==> src/rtl/ca3_phase_memory_n.sv <==
// ca3_phase_memory_n: theta-gated Hebbian auto-associative memory; learns at theta peaks, recalls at troughs.
// Optional weight decay is compiled in when CA3_WEIGHT_DECAY_EN is defined.
module ca3_phase_memory_n #(
  parameter int WIDTH        = 18,
  parameter int FRAC         = 14,
  parameter int N_UNITS      = 6,
  parameter int W_BITS       = 6,
  parameter int THETA_HI     = 12288,
  parameter int THETA_LO     = -12288,
  parameter int RECALL_ITERS = 4,
  parameter int DECAY_PERIOD = 256
) (
  input  logic                    clk,
  input  logic                    rst,
  input  logic                    clk_en,
  input  logic signed [WIDTH-1:0] theta_x,
  input  logic [N_UNITS-1:0]      pattern_in,
  output logic [N_UNITS-1:0]      phase_pattern,
  output logic                    learning,
  output logic                    recalling,
  output logic                    converged,
  output logic [3:0]              debug_state
);

  localparam int ROW_W  = $clog2(N_UNITS);
  localparam int ITER_W = $clog2(RECALL_ITERS) + 1;
  localparam int ACC_W  = W_BITS + $clog2(N_UNITS) + 1;
  localparam logic signed [W_BITS-1:0] W_MAX = W_BITS'((1 << (W_BITS - 1)) - 1);
  localparam logic signed [W_BITS-1:0] W_ONE = W_BITS'(1);
  localparam logic signed [WIDTH-1:0]  TH_HI = WIDTH'(THETA_HI);
  localparam logic signed [WIDTH-1:0]  TH_LO = WIDTH'(THETA_LO);

  if (N_UNITS < 2 || N_UNITS > 16 || FRAC >= WIDTH || RECALL_ITERS < 1 || DECAY_PERIOD < 2)
  begin : g_bad_cfg
    $error("ca3_phase_memory_n: parameter out of range");
  end

  typedef enum logic [1:0] {
    S_IDLE   = 2'd0,
    S_LEARN  = 2'd1,
    S_RECALL = 2'd2,
    S_DECAY  = 2'd3
  } state_t;

  state_t                    r_state, w_state_next;
  logic signed [W_BITS-1:0]  r_w [N_UNITS][N_UNITS];
  logic [N_UNITS-1:0]        r_pattern, r_cue, r_train;
  logic [ROW_W-1:0]          r_row;
  logic [ITER_W-1:0]         r_iter;
  logic                      r_conv, r_learn_arm, r_recall_arm;
  logic [N_UNITS-1:0]        w_sweep;
  logic                      w_learn_go, w_recall_go, w_last_row, w_no_change, w_iter_last;
  logic                      w_decay_due;

  function automatic logic signed [W_BITS-1:0] hebb_step(input logic signed [W_BITS-1:0] w,
                                                         input logic agree);
    if (agree) return (w == W_MAX) ? w : w + W_ONE;
    return (w == -W_MAX) ? w : w - W_ONE;
  endfunction

  function automatic logic signed [W_BITS-1:0] toward_zero(input logic signed [W_BITS-1:0] w);
    if (w[W_BITS-1]) return w + W_ONE;
    if (w != '0)     return w - W_ONE;
    return w;
  endfunction

  assign w_learn_go  = (r_state == S_IDLE) && (theta_x >= TH_HI) && r_learn_arm && (|pattern_in);
  assign w_recall_go = (r_state == S_IDLE) && (theta_x <= TH_LO) && r_recall_arm && (|pattern_in)
                       && !w_learn_go;
  assign w_last_row  = (r_row == ROW_W'(N_UNITS - 1));
  assign w_no_change = (w_sweep == r_pattern);
  assign w_iter_last = (r_iter == ITER_W'(RECALL_ITERS - 1));

  // One synchronous sweep: every unit sees the bipolar field of the current pattern.
  always_comb begin : p_sweep
    logic signed [ACC_W-1:0] w_acc;
    w_sweep = r_pattern;
    w_acc   = '0;
    for (int i = 0; i < N_UNITS; i++) begin
      w_acc = '0;
      for (int j = 0; j < N_UNITS; j++) begin
        if (j != i) w_acc = r_pattern[j] ? w_acc + ACC_W'(r_w[i][j]) : w_acc - ACC_W'(r_w[i][j]);
      end
      if (r_cue[i] || (!w_acc[ACC_W-1] && w_acc != '0)) w_sweep[i] = 1'b1;
      else if (w_acc[ACC_W-1])                            w_sweep[i] = 1'b0;
    end
  end

  // NOTE: every combinational output gets a default first so no path leaves it unassigned (no latch).
  always_comb begin
    w_state_next = r_state;
    learning     = (r_state == S_LEARN);
    recalling    = (r_state == S_RECALL);
    case (r_state)
      S_IDLE: begin
        if (w_learn_go)       w_state_next = S_LEARN;
        else if (w_recall_go) w_state_next = S_RECALL;
        else if (w_decay_due) w_state_next = S_DECAY;
      end
      S_LEARN:  if (w_last_row) w_state_next = S_IDLE;
      S_RECALL: if (w_no_change || w_iter_last) w_state_next = S_IDLE;
      default:  w_state_next = S_IDLE;
    endcase
  end

  // NOTE: sequential state uses non-blocking assignments so all registers sample the same pre-edge values.
  always_ff @(posedge clk) begin
    if (rst)         r_state <= S_IDLE;
    else if (clk_en) r_state <= w_state_next;
  end

  always_ff @(posedge clk) begin
    if (rst) begin
      // NOTE: the weights are flops, not a RAM, because reset must clear every one of them.
      for (int i = 0; i < N_UNITS; i++)
        for (int j = 0; j < N_UNITS; j++) r_w[i][j] <= '0;
      r_pattern    <= '0;
      r_cue        <= '0;
      r_train      <= '0;
      r_row        <= '0;
      r_iter       <= '0;
      r_conv       <= 1'b0;
      r_learn_arm  <= 1'b1;
      r_recall_arm <= 1'b1;
    end else if (clk_en) begin
      if (theta_x[WIDTH-1])                      r_learn_arm  <= 1'b1;
      if (!theta_x[WIDTH-1] && theta_x != '0)    r_recall_arm <= 1'b1;
      case (r_state)
        S_IDLE: begin
          if (w_learn_go) begin
            r_learn_arm <= 1'b0;
            r_train     <= pattern_in;
            r_row       <= '0;
          end else if (w_recall_go) begin
            r_recall_arm <= 1'b0;
            r_pattern    <= pattern_in;
            r_cue        <= pattern_in;
            r_iter       <= '0;
            r_conv       <= 1'b0;
          end
        end
        S_LEARN: begin
          // Only row r changes; the diagonal is never written and stays 0.
          for (int i = 0; i < N_UNITS; i++)
            for (int j = 0; j < N_UNITS; j++)
              if (ROW_W'(i) == r_row && i != j)
                r_w[i][j] <= hebb_step(r_w[i][j], r_train[i] == r_train[j]);
          r_row <= r_row + ROW_W'(1);
        end
        S_RECALL: begin
          r_pattern <= w_sweep;
          r_iter    <= r_iter + ITER_W'(1);
          if (w_no_change) r_conv <= 1'b1;
        end
        default: begin
`ifdef CA3_WEIGHT_DECAY_EN
          for (int i = 0; i < N_UNITS; i++)
            for (int j = 0; j < N_UNITS; j++) r_w[i][j] <= toward_zero(r_w[i][j]);
`endif
        end
      endcase
    end
  end

`ifdef CA3_WEIGHT_DECAY_EN
  localparam int DC_W = $clog2(DECAY_PERIOD);
  logic [DC_W-1:0] r_decay_cnt;

  // Counter holds at its last value while a trigger defers the decay step.
  assign w_decay_due = (r_decay_cnt == DC_W'(DECAY_PERIOD - 1));

  always_ff @(posedge clk) begin
    if (rst) r_decay_cnt <= '0;
    else if (clk_en) begin
      if (r_state == S_DECAY)                     r_decay_cnt <= '0;
      else if (r_state == S_IDLE && !w_decay_due) r_decay_cnt <= r_decay_cnt + DC_W'(1);
    end
  end
`else
  assign w_decay_due = 1'b0;
`endif

  assign phase_pattern = r_pattern;
  assign converged     = r_conv;
  assign debug_state   = {2'b00, r_state};

endmodule

==> config.mk <==
export PLATFORM = sky130hd
export DESIGN_NAME = ca3_phase_memory_n
export DESIGN_NICKNAME = d
export VERILOG_FILES = /design/src/rtl/ca3_phase_memory_n.sv
export SDC_FILE = /design/constraint.sdc
export NUM_CORES = 1
export LEC_CHECK = 0
export ABC_AREA = 1
export CAP_MARGIN = 20
export CORE_ASPECT_RATIO = 1.1
export CORE_MARGIN = 5
export CORE_UTILIZATION = 45
export CTS_CLUSTER_SIZE = 16
export DETAILED_ROUTE_END_ITERATION = 6
export PLACE_DENSITY = 0.6
export SLEW_MARGIN = 20
export SYNTH_ARGS = -nofsm -noshare
export SYNTH_HDL_FRONTEND = slang
export SYNTH_SLANG_ARGS = --single-unit
==> constraint.sdc <==
create_clock -name clk -period 6.9 [get_ports clk]
set_clock_uncertainty 0.1 [all_clocks]
set_input_delay 1.725 -clock clk [delete_from_list [all_inputs] [get_ports clk]]
set_output_delay 1.725 -clock clk [all_outputs]
set_load 0.05 [all_outputs]
Yosys cells after proc, flatten, opt, wreduce, memory -nomap -nowiden
Memories as Yosys holds them, arrays and structs flattened.
Cells that the tools add are included.
{"block": "word_totals", "word_cells": 831, "ramBits": 216, "out_inout_bits": 13, "register_bits": 29, "rom_bits": 0, "memories": 1, "latch_bits": 0, "inputBits": 27}
{"block": "classes", "n_mux": 518, "n_addsub": 116, "multipliers": 0, "n_div": 0, "n_bitwise": 31, "eq_ne": 107, "magnitude_cmp": 2, "shift": 0, "n_reduce_logical": 47}
{"memory": "r_w", "words": 6, "width": 36, "rd": 6, "rd_ports_with_merged_regs": 0, "write_ports": 6, "line": "46", "text": "logic signed [W_BITS-1:0] r_w [N_UNITS][N_UNITS];"}
{"operator": "6-bit two-way mux", "n": 272}
{"operator": "6-bit == test (second input constant)", "n": 60}
{"operator": "10-bit two-way mux", "n": 30}
{"operator": "10-bit by 6-bit adder with 10-bit output", "n": 24}
{"operator": "10-bit by 6-bit subtractor with 10-bit output", "n": 24}
{"operator": "1-bit two-way mux", "n": 204}
{"operator": "6-bit by 2-bit adder with 6-bit output (second input constant)", "n": 30}
{"operator": "6-bit by 2-bit subtractor with 6-bit output (second input constant)", "n": 30}
{"operator": "10-bit nonzero test", "n": 6}
{"operator": "1-bit by 6-bit subtractor with 7-bit output (first input constant)", "n": 6}
{"operator": "1-bit == test", "n": 30}
{"operator": "1-bit bitwise OR", "n": 30}
{"operator": "18-bit by 15-bit >= comparator with 1-bit output (second input constant)", "n": 1}
{"operator": "18-bit by 15-bit <= comparator with 1-bit output (second input constant)", "n": 1}
{"operator": "18-bit nonzero test", "n": 1}
{"operator": "1-bit logical AND", "n": 14}
{"operator": "3-bit one-hot mux with 2 select lines", "n": 2}
{"operator": "6-bit one-hot mux with 2 select lines", "n": 1}
{"operator": "4-bit AND reduction", "n": 3}
{"operator": "3-bit two-way mux", "n": 3}
{"operator": "1-bit logical NOT", "n": 8}
{"operator": "2-bit two-way mux", "n": 4}
{"operator": "1-bit logical OR", "n": 7}
{"operator": "3-bit by 1-bit adder with 3-bit output (second input constant)", "n": 2}
{"operator": "20 further kinds", "n": 28}

Depth between registers and ports, before layout
An unclocked memory read counts as a cell.
{"block": "depth", "depth_word": 19, "mapped_depth": 45, "mapped_depth_nobuf": 44}

Worst setup path after synthesis
OpenSTA, ideal clock, no wires.
{"block": "synth_timing", "path_kind": "flip-flop to flip-flop", "start": "register r_pattern[0], in the netlist phase_pattern[0]", "end": "register r_state[0]", "n_path_buf": 3, "stages_incl_launch_ff": 45, "arrival_ps": 6150, "setup_time_ps": 113, "slack_ps": 537, "synth_period_minus_slack_ps": 6363, "required_time_ps": 6687, "path_cell_list": "dfxtp_1 -> buf_6 -> clkbuf_1 -> clkbuf_1 -> nor2_1 -> xor2_1 -> ha_1 -> a21o_1 -> a31oi_1 -> xor2_1 -> inv_1 -> ha_1 -> a21oi_1 -> nand2_1 -> xnor2_1 -> inv_1 -> ha_1 -> inv_1 -> [9 not listed] -> nor4_1 -> nand2_1 -> nor2_1 -> nor2_1 -> nand3_1 -> nand2_1 -> inv_1 -> nand3_1 -> nand3_2 -> nand2_2 -> nand2_1 -> nand2_1 -> nor2_2 -> nand3_2 -> nand2_2 -> nand2_2 -> nor2_1 -> nor2_1"}
{"block": "synth_between", "elab_chain_len": 17, "word_cells_on_any_way": 101, "cone_classes": "add/sub: 40; eq/ne: 2; mux: 37; reduce/logical: 22"}
{"item": "start, declared", "line": "47", "text": "logic [N_UNITS-1:0] r_pattern, r_cue, r_train;"}
{"item": "start signal, assigned", "line": "136", "text": "r_pattern <= pattern_in;"}
{"item": "start signal, assigned", "line": "151", "text": "r_pattern <= w_sweep;"}
{"item": "10-bit two-way mux", "line": "82", "text": "if (j != i) w_acc = r_pattern[j] ? w_acc + ACC_W'(r_w[i][j]) : w_acc - ACC_W'(r_w[i][j]);"}
{"item": "10-bit by 6-bit subtractor with 10-bit output or 10-bit by 6-bit adder with 10-bit output (tied branches)", "line": "82"}
{"item": "10-bit two-way mux", "line": "82"}
{"item": "10-bit by 6-bit subtractor with 10-bit output or 10-bit by 6-bit adder with 10-bit output (tied branches)", "line": "82"}
{"item": "10-bit two-way mux", "line": "82"}
{"item": "10-bit by 6-bit subtractor with 10-bit output or 10-bit by 6-bit adder with 10-bit output (tied branches)", "line": "82"}
{"item": "10-bit two-way mux", "line": "82"}
{"item": "10-bit by 6-bit subtractor with 10-bit output or 10-bit by 6-bit adder with 10-bit output (tied branches)", "line": "82"}
{"item": "10-bit two-way mux", "line": "82"}
{"item": "10-bit nonzero test or 1-bit logical NOT (tied branches)", "line": "84", "text": "if (r_cue[i] || (!w_acc[ACC_W-1] && w_acc != '0)) w_sweep[i] = 1'b1;"}
{"item": "1-bit logical AND", "line": "84"}
{"item": "1-bit logical OR", "line": "84"}
{"item": "1-bit two-way mux", "line": "84"}
{"item": "6-bit == test *", "line": "71", "text": "assign w_no_change = (w_sweep == r_pattern);"}
{"item": "1-bit logical OR *", "line": "101", "text": "S_RECALL: if (w_no_change || w_iter_last) w_state_next = S_IDLE;"}
{"item": "2-bit by 1-bit != test with 1-bit output (no source line) *"}
{"item": "4-bit AND reduction (no source line) *"}
{"item": "end signal, assigned", "line": "109", "text": "else if (clk_en) r_state <= w_state_next;"}
{"item": "end, declared", "line": "45", "text": "state_t r_state, w_state_next;"}
Mark *: on every way between the ends. The rest lies on a longest branch, timed or not.
A chain may end at the register's enable or synchronous reset.

==> reports/metrics.csv <==
metric,value,unit
status,"complete, no violations",
coreArea,0.0635,mm^2
critPathMostFrequentCell,nand2_1,
synth_enable_flop_cells,180,
wl_per_cell,14.7,um
worstMarginPinSlew,1.02,ns
num_vias,25310,
grt_pass1_wl,118000,um
dp_hpwl,57500,um
max_freq,159,MHz
dr.pass1.iters,5,
grt_max_degree,30,
crit_type,reg2reg,
place.gp.congestion,0.847,
finalWirelength,73100,um
slew_headroom,31.7,%
fillCellCount,6420,
rows,97,
netlist_area,0.0287,mm^2
tritoncts,yes,
ys_seq_area_share,20.9,%
worstPathRequired,7.28,ns
synthTopCellsByCount,"761 x nand2_1, 641 x inv_1, 466 x nor2_1",
route.detailed.drc,0,
max_stage_delay,0.44,ns
synth_ff_type,edfxtp_1,
period_share,91.2,%
worstHoldPathCells,2,
postSynth.asyncResetShare,0,%
avgSynthCellArea,7.11,um^2
syn_inst,4038,
io_pins,40,
clockRootBuffer,clkbuf_16,
h-tree-depth,1,
ant_nets,0,
ys_top_cells_by_area,"ha_1 19%, edfxtp_1 19%, nand2_1 10%, inv_1 8.4%, xor2_1 6.3%",
seqCellArea,0.00599,mm^2
yosysTopAreaCellShare,18.9,%
cts_max_path_buffers,3,
crit_arrival,6.67,ns
yosys_warnings,0,
antenna_cells,0,
crit_path_max_fanout,6,
cp-end-kind,flip-flop,
min_period,6.30,ns
grt_pass1_vias,23697,
rr_endpoint,r_state[0],
r2r-start,r_w[1][18],
drive_above_1_share,5.06,%
maxSlewViolCount,0,
clkTransAtPathRegs,0.06,ns
via_per_inst,5.09,
cts_sinks,209,
drt_iter0_markers,1381,
grt_overflow,0,
synth_top_area_cell,ha_1,
antenna_found_initial,0,
die_w,251,um
hold_viol,0,
clock_latency,0.58,ns
syn_to_final_growth,8.86,%
setup-violations-final,0,
post-synth-top-count-cell,nand2_1,
holdPathEnd,r_cue[2],
track_usage,20.6,%
hold_buffers,0,
hold_path.class,reg2reg,
die_area,0.0689,mm^2
crit_start,r_w[1][18],
drv_cap,0,
slowest_stage,edfxtp_1,
final.setup.tns,0,ns
fin_nets,4619,
synth-seq-cells,209,
r2r_cells,43,
holdWs,0.362,ns
min_from,r_cue[2],
synth.distinct_cells,58,
initial_utilization,45.2,%
io_buffers,37,
numCtsBuffers,29,
critPathLaunchType,flip-flop,
final_util,49.2,%
fp.dieH,275,um
multi_input_area,0.0199,mm^2
regToRegSetupSlack,0.60,ns
## how the worst max path moves through the flow
stage / cells after the start / slack, ns / end
2_1_floorplan: 44 / 0.54 / r_state[0]
3_3_place_gp: 36 / 0.53 / r_state[0]
3_5_place_dp: 38 / 0.49 / r_state[0]
4_1_cts: 36 / 0.47 / r_state[0]
5_1_grt: 43 / -0.03 / r_state[0]
6_report: 43 / 0.60 / r_state[0]
## cells by family after synthesis
group	Yosys count	synth area share (%)
AO/OA/AOI/OAI	739	14.6
XOR/XNOR	289	8.85
adder cells (fa/ha/maj)	487	22.7
buffers and inverters	728	9.69
flip-flops	209	20.9
other	1	0.0131
AND/OR/NAND/NOR	1585	23.3
## registers in the layout, summed over array words and instances (netlist names)
signal         cells
r_w              180
phase_pattern      6
r_cue              6
r_train            6
r_iter             3
r_row              3
r_state            2
converged          1
r_learn_arm        1
r_recall_arm       1
## final cells by class
class                      count  area share, %
multi-input combinational   3102           63.9
sequential                   209           19.2
inverter                     671           8.06
tap                          841           3.37
timing repair buffer          92           2.50
clock buffer                  35           2.40
clock inverter                18          0.633
## stage by stage
step | worst slack [ns] | std cells | area, um^2
floorplan | 0.537 | 4039 | 28700
global placement | 0.532 | 4892 | 30100
detailed placement | 0.492 | 4892 | 30100
CTS | 0.466 | 4945 | 31100
global route | -0.0254 | 4968 | 31200
finish | 0.604 | 4968 | 31200
## cell usage in the layout (no fill, tap or decap), types with 37 or more instances in the layout
| master | count |
|---|---|
| fa_1 | 54 |
| nor2_1 | 466 |
| xnor2_1 | 82 |
| a31oi_1 | 38 |
| xor2_1 | 206 |
| nor3_1 | 41 |
| o21ai_0 | 197 |
| inv_1 | 640 |
| nand2_1 | 761 |
| a21oi_1 | 331 |
| nand3_1 | 171 |
| ha_1 | 433 |
| edfxtp_1 | 180 |
| buf_4 | 54 |
| nand4_1 | 46 |
| clkdlybuf4s50_1 | 37 |
## worst max-delay path, delay by kind of cell, from the launching register on
kind	cells	cell delay, ns
AND/OR/NAND/NOR	22	2.10
adder cells (fa/ha/maj)	5	1.50
AO/OA/AOI/OAI	6	1.00
XOR/XNOR	4	0.61
flip-flops	1	0.44
buffers and inverters	6	0.44
## repair_timing
item	CTS	global route
endpoints found under the setup margin	0	3
gates resized for setup	0	10
buffers inserted	0	22
## layer usage
| layer | routed length (um) | vias up | global-route usage, % |
|---|---|---|---|
| li1 | - | 13477 | - |
| met1 | 35200 | 11405 | 28.2 |
| met2 | 33300 | 360 | 35.5 |
| met3 | 3120 | 68 | 2.00 |
| met4 | 1490 | 0 | 4.37 |
| met5 | 0 | - | 0 |
Power is left out: the tool's default activity adds up to more than one toggle a clock period on the data nets, which glitch-free logic cannot reach.
